File: config.mk
export PLATFORM = sky130hd
export DESIGN_NAME = id_control_path
export DESIGN_NICKNAME = d
export VERILOG_FILES = /design/src/rtl/id_control_path.sv
export SDC_FILE = /design/constraint.sdc
export NUM_CORES = 1
export LEC_CHECK = 0
export ABC_AREA = 1
export CORE_MARGIN = 3
export CORE_UTILIZATION = 33
export CTS_BUF_LIST = sky130_fd_sc_hd__clkbuf_8
export CTS_CLUSTER_SIZE = 24
export DETAILED_ROUTE_END_ITERATION = 6
export PLACE_DENSITY = 0.9
export REMOVE_ABC_BUFFERS = 1
export SYNTH_ARGS = -nofsm -noshare
export SYNTH_HDL_FRONTEND = slang
export SYNTH_SLANG_ARGS = --single-unit
File: constraint.sdc
create_clock -name clk -period 1.7 [get_ports clk]
set_input_delay 0.34 -clock clk [delete_from_list [all_inputs] [get_ports clk]]
set_output_delay 0.34 -clock clk [all_outputs]
set_load 0.005 [all_outputs]
File: src/rtl/id_control_path.sv
// Decode/control slice of a 5-stage ARM pipeline: IF PC adder, ID control decoder,
// stall bubble mux, and the ID/EX control register feeding the EX stage.
module id_control_path #(
  parameter logic [31:0] PC_INC = 32'd4
) (
  input  logic        clk,
  input  logic        reset,
  input  logic [31:0] pc_in,
  input  logic [31:0] instr,
  input  logic        bubble,
  output logic [31:0] pc_plus_4,
  output logic        id_reg_write,
  output logic        id_mem_write,
  output logic        id_mem_to_reg,
  output logic        id_alu_src,
  output logic        id_status,
  output logic [1:0]  id_alu_op,
  output logic        id_pc_src,
  output logic        ex_reg_write,
  output logic        ex_mem_write,
  output logic        ex_mem_to_reg,
  output logic        ex_alu_src,
  output logic        ex_status,
  output logic [1:0]  ex_alu_op,
  output logic        ex_pc_src
);

  logic [1:0] op;
  logic       imm_bit;
  logic [3:0] opcode;
  logic       s_l_bit;
  logic       u_bit;

  logic       dec_reg_write;
  logic       dec_mem_write;
  logic       dec_mem_to_reg;
  logic       dec_alu_src;
  logic       dec_status;
  logic [1:0] dec_alu_op;
  logic       dec_pc_src;

  assign op      = instr[27:26];
  assign imm_bit = instr[25];
  assign opcode  = instr[24:21];
  assign s_l_bit = instr[20];
  assign u_bit   = instr[23];

  // PC increment, wraps modulo 2^32
  assign pc_plus_4 = pc_in + PC_INC;

  // Instruction control decoder; the all-zero word is a NOP ahead of field decode
  always_comb begin
    dec_reg_write  = 1'b0;
    dec_mem_write  = 1'b0;
    dec_mem_to_reg = 1'b0;
    dec_alu_src    = 1'b0;
    dec_status     = 1'b0;
    dec_alu_op     = 2'b00;
    dec_pc_src     = 1'b0;
    if (instr == 32'h0000_0000) begin
      dec_reg_write = 1'b0;
    end else begin
      case (op)
        2'b00: begin
          dec_alu_src   = imm_bit;
          dec_status    = s_l_bit;
          // TST/TEQ/CMP/CMN only set flags
          dec_reg_write = (opcode[3:2] == 2'b10) ? 1'b0 : 1'b1;
          case (opcode)
            4'b0100, 4'b1011: dec_alu_op = 2'b00;
            4'b0010, 4'b1010: dec_alu_op = 2'b01;
            4'b0000, 4'b1000: dec_alu_op = 2'b10;
            4'b1100:          dec_alu_op = 2'b11;
            default:          dec_alu_op = 2'b00;
          endcase
        end
        2'b01: begin
          dec_alu_src = ~imm_bit;
          dec_alu_op  = u_bit ? 2'b00 : 2'b01;
          if (s_l_bit) begin
            dec_reg_write  = 1'b1;
            dec_mem_to_reg = 1'b1;
          end else begin
            dec_mem_write = 1'b1;
          end
        end
        2'b10: begin
          if (imm_bit) begin
            dec_pc_src    = 1'b1;
            dec_reg_write = instr[24];
            dec_alu_src   = 1'b1;
          end else begin
            dec_pc_src = 1'b0;
          end
        end
        default: begin
          dec_pc_src = 1'b0;
        end
      endcase
    end
  end

  // Bubble mux: a stall zeroes every control in the same cycle
  always_comb begin
    id_reg_write  = 1'b0;
    id_mem_write  = 1'b0;
    id_mem_to_reg = 1'b0;
    id_alu_src    = 1'b0;
    id_status     = 1'b0;
    id_alu_op     = 2'b00;
    id_pc_src     = 1'b0;
    if (bubble) begin
      id_reg_write = 1'b0;
    end else begin
      id_reg_write  = dec_reg_write;
      id_mem_write  = dec_mem_write;
      id_mem_to_reg = dec_mem_to_reg;
      id_alu_src    = dec_alu_src;
      id_status     = dec_status;
      id_alu_op     = dec_alu_op;
      id_pc_src     = dec_pc_src;
    end
  end

  // ID/EX control register
  always_ff @(posedge clk or negedge reset) begin
    if (!reset) begin
      ex_reg_write  <= 1'b0;
      ex_mem_write  <= 1'b0;
      ex_mem_to_reg <= 1'b0;
      ex_alu_src    <= 1'b0;
      ex_status     <= 1'b0;
      ex_alu_op     <= 2'b00;
      ex_pc_src     <= 1'b0;
    end else begin
      ex_reg_write  <= id_reg_write;
      ex_mem_write  <= id_mem_write;
      ex_mem_to_reg <= id_mem_to_reg;
      ex_alu_src    <= id_alu_src;
      ex_status     <= id_status;
      ex_alu_op     <= id_alu_op;
      ex_pc_src     <= id_pc_src;
    end
  end

endmodule

==> impl_summary.md <==
Cells and area
Of the cells placed in the final design, the portion with a size suffix greater than 1 is 57.4%. The number of flip-flops under the largest register name is 2. The area added between synthesis and finish is 165%. Cells fill 92.8% of the core in the end. The layout filler cell count is 143. After the last flow step, the layout net total stands at 502. The register with the highest flop count is ex_alu_op.

0 antenna diodes ended up in the layout. Leaving out fill and tap cells, the most frequent cells in the layout are sky130_fd_sc_hd__buf_4 (70), sky130_fd_sc_hd__nand2_1 (52), sky130_fd_sc_hd__dlygate4sd2_1 (28), sky130_fd_sc_hd__buf_2 (28). The area of the multi-input gates is 0.00157 mm². Leaving out fill and tap cells, the most frequent cell in the layout is sky130_fd_sc_hd__buf_4. The area taken by flip-flops and latches is 200 µm².

STA
The count of pins over their slew limit is 0. At the pin with the least slew margin, the transition time is 0.393 ns. The total count of hold-check failures in the final report was 0. Setup repair after global routing could not meet its margin everywhere. Derived from the worst setup path, the maximum achievable clock frequency is 549 MHz. The worst path uses 107% of the clock period. After layout, the worst setup slack is -0.123 ns.

The relative slew slack is 73.7%. Setup violations remaining at the end of the flow were counted as 21. The shortest period the worst path allows is 1.82 ns.

Power
The worst-case IR drop observed on VDD is 0.000259 V. The analysis attributes to cell leakage a power of 1.80 nW. The power density over the cells is 311 mW/mm².

Route
For this run, design rule violations remaining after detail routing come to 0. The count of vias placed by the detailed router is 2,889. The number of search-and-repair iterations in the first detailed-routing pass is 5. Using the TritonRoute via totals, the vias-per-cell ratio works out to 6.02. After detailed routing, the total wire length is 11.0 mm. The wire length per cell is 23.0 µm. In this run the remaining antenna-violating nets after routing total 0.

In this run, the number of DRC markers left after iteration 0 of detailed routing was 287.

Clock network
CTS built an H-tree with a depth of 1. The buffer type at the clock tree root is sky130_fd_sc_hd__clkbuf_8. Clock-pin slew was measured on the worst setup and hold paths at 0.05 ns. For this design, the sink count on the clock tree is 8. TritonCTS built the clock tree.

The number of CTS-inserted buffers is 3. No sink is reached through more buffers than the 2 on the longest clock path.

Critical path
The signal on the critical path passes through dlygate4sd2_1 -> inv_1 -> nor2_2 -> nand2_1 -> nor2_1 -> nor2_1 -> nor3_2 -> buf_2. The category of the worst setup path launch point is an input port. The library cell contributing the largest single delay on the critical path is sky130_fd_sc_hd__dlygate4sd2_1. The data required time at the worst endpoint is 1.36 ns. The type of the worst setup path is in -> out. Counting stages on the worst path, the most repeated cell is sky130_fd_sc_hd__nor2_1. The capturing element type of the critical path is an output pin. The maximum fanout along the worst path is 2. The critical path data arrival time is 1.48 ns. The worst setup path endpoint is id_reg_write. The largest single stage delay on the critical path is 0.24 ns. The most critical setup path has its startpoint at instr[25].

Die
The floorplan die height is 69.3 µm. The core region area is 0.00377 mm². Measured along the x axis, the die boundary spans 69.3 µm.

The area enclosed by the die boundary is 0.00480 mm². The number of top-level pins is 115. Once the floorplan was initialized, standard cells occupied 35.0% of the core. After floorplanning, the core was divided into 22 placement rows.

Yosys
The sequential element share of the synthesized area is 15.2%. Of the post-synthesis cell area, the dominant cell type holds 24.4%. By area the synthesized netlist is led by sky130_fd_sc_hd__nand2_1 (24%), sky130_fd_sc_hd__nor2_1 (18%), sky130_fd_sc_hd__dfrtp_1 (15%), sky130_fd_sc_hd__xnor2_1 (6.6%), sky130_fd_sc_hd__inv_1 (5.7%). During synthesis, Yosys emitted a total of 0 warnings. Yosys mapped the design onto 24 distinct sky130hd cell types.

The synthesized design contains 8 register bits. The synthesized area per cell is 5.42 µm². After technology mapping, the gate count stands at 244. Summed over all instances, the cell type with the most area after synthesis is sky130_fd_sc_hd__nand2_1.

The mapped netlist covers 0.00132 mm².

GRT
The overall fraction of global-route tracks in use is 31.7%. The first-pass GRT wire length is 12.3 mm. Global routing finished with a remaining overflow of 0. The initial antenna violation count is 0. The largest net degree at the start of global routing is 9.

The via count of the first global-routing pass was 2,644.

Placed design
OpenSTA, run right after detailed placement, puts the worst setup slack at -0.852 ns. Buffers placed on the I/O ports in this run total 110. The wire-length estimate of the detail-placed layout is 5.09 mm. The routability congestion estimate from global placement is 0.889.

Job
The reported max-cap violation count is 0.

Worst hold path
The worst hold path belongs to the class in -> async.

Run status
The run finished, with violations left. The final reports fail on setup timing.
[power by group]
part           switching, mW  internal (mW)
logic                  0.324          0.314
clock network         0.0951          0.155
registers            0.00252          0.197
[area by class of cell]
cell class                 count  share of cell area, %
tap                           48                   1.72
sequential                     8                   5.72
multi-input combinational    212                   44.8
inverter                      21                   2.47
timing repair buffer         188                   44.1
clock buffer                   3                   1.18
[timing repair]
action,CTS,global route
setup buffers,25,6
pin swaps,87,65
hold buffers,0,0
resized for setup,341,125
endpoints found under the setup margin,38,33
cloned,0,0
[worst max-delay path: cells and delay by family]
| kind | cells | cell delay [ns] |
|---|---|---|
| buffers and inverters | 3 | 0.49 |
| AND/OR/NAND/NOR | 5 | 0.65 |
[worst min path at each step]
stage | start | to | slack (ns) | depth (start not counted)
6_report | reset | ex_status | 0.39 | 1
5_1_grt | reset | ex_status | 0.42 | 1
4_1_cts | reset | ex_status | 0.40 | 1
3_5_place_dp | reset | ex_mem_to_reg | 0.65 | 1
3_3_place_gp | reset | ex_mem_to_reg | 0.63 | 1
2_1_floorplan | reset | ex_alu_op[0] | 0.04 | 0
[cell families (layout without fill, tap and decap cells)]
family | count (synthesis) | after routing | synth area share, %
XOR/XNOR | 18 | 18 | 12.5
flip-flops | 8 | 8 | 15.2
AND/OR/NAND/NOR | 187 | 187 | 61.6
adder cells (fa/ha/maj) | 1 | 1 | 0.947
buffers and inverters | 24 | 212 | 7.39
AO/OA/AOI/OAI | 6 | 6 | 2.46
[Yosys cell counts, drive strengths merged]
master  instances
nand4           4
clkbuf          1
nand3b          6
nor4            1
o21ai           3
dfrtp           8
a21oi           2
o211ai          1
nand3           6
inv            21
nor2           72
and3            1
nand2          94
nor3            3
xnor2          11
xor2            7
buf             2
ha              1
[layer usage]
metal | part of all wire (%) | up-vias | global-route usage (%)
li1 | - | 1133 | -
met1 | 31 | 1294 | 31.9
met2 | 45 | 320 | 58.6
met3 | 11 | 142 | 8.70
met4 | 12 | 0 | 16.9
met5 | 0 | - | 0
[metrics by stage]
| step | instances | hold WS [ns] | setup TNS [ns] | area [µm²] | total power, mW |
|---|---|---|---|---|---|
| 2_1_floorplan | 241 | 0.0444 | 0 | 1300 | 0.319 |
| 3_3_place_gp | 448 | 0.631 | -25.27 | 2830 | 0.697 |
| 3_5_place_dp | 448 | 0.646 | -26.63 | 2830 | 0.705 |
| 4_1_cts | 475 | 0.398 | -0.00354 | 3210 | 0.943 |
| 5_1_grt | 480 | 0.417 | -2.13 | 3500 | 1.12 |
| 6_report | 480 | 0.387 | -1.08 | 3500 | 1.09 |
Power figures use the tool's default switching activity.
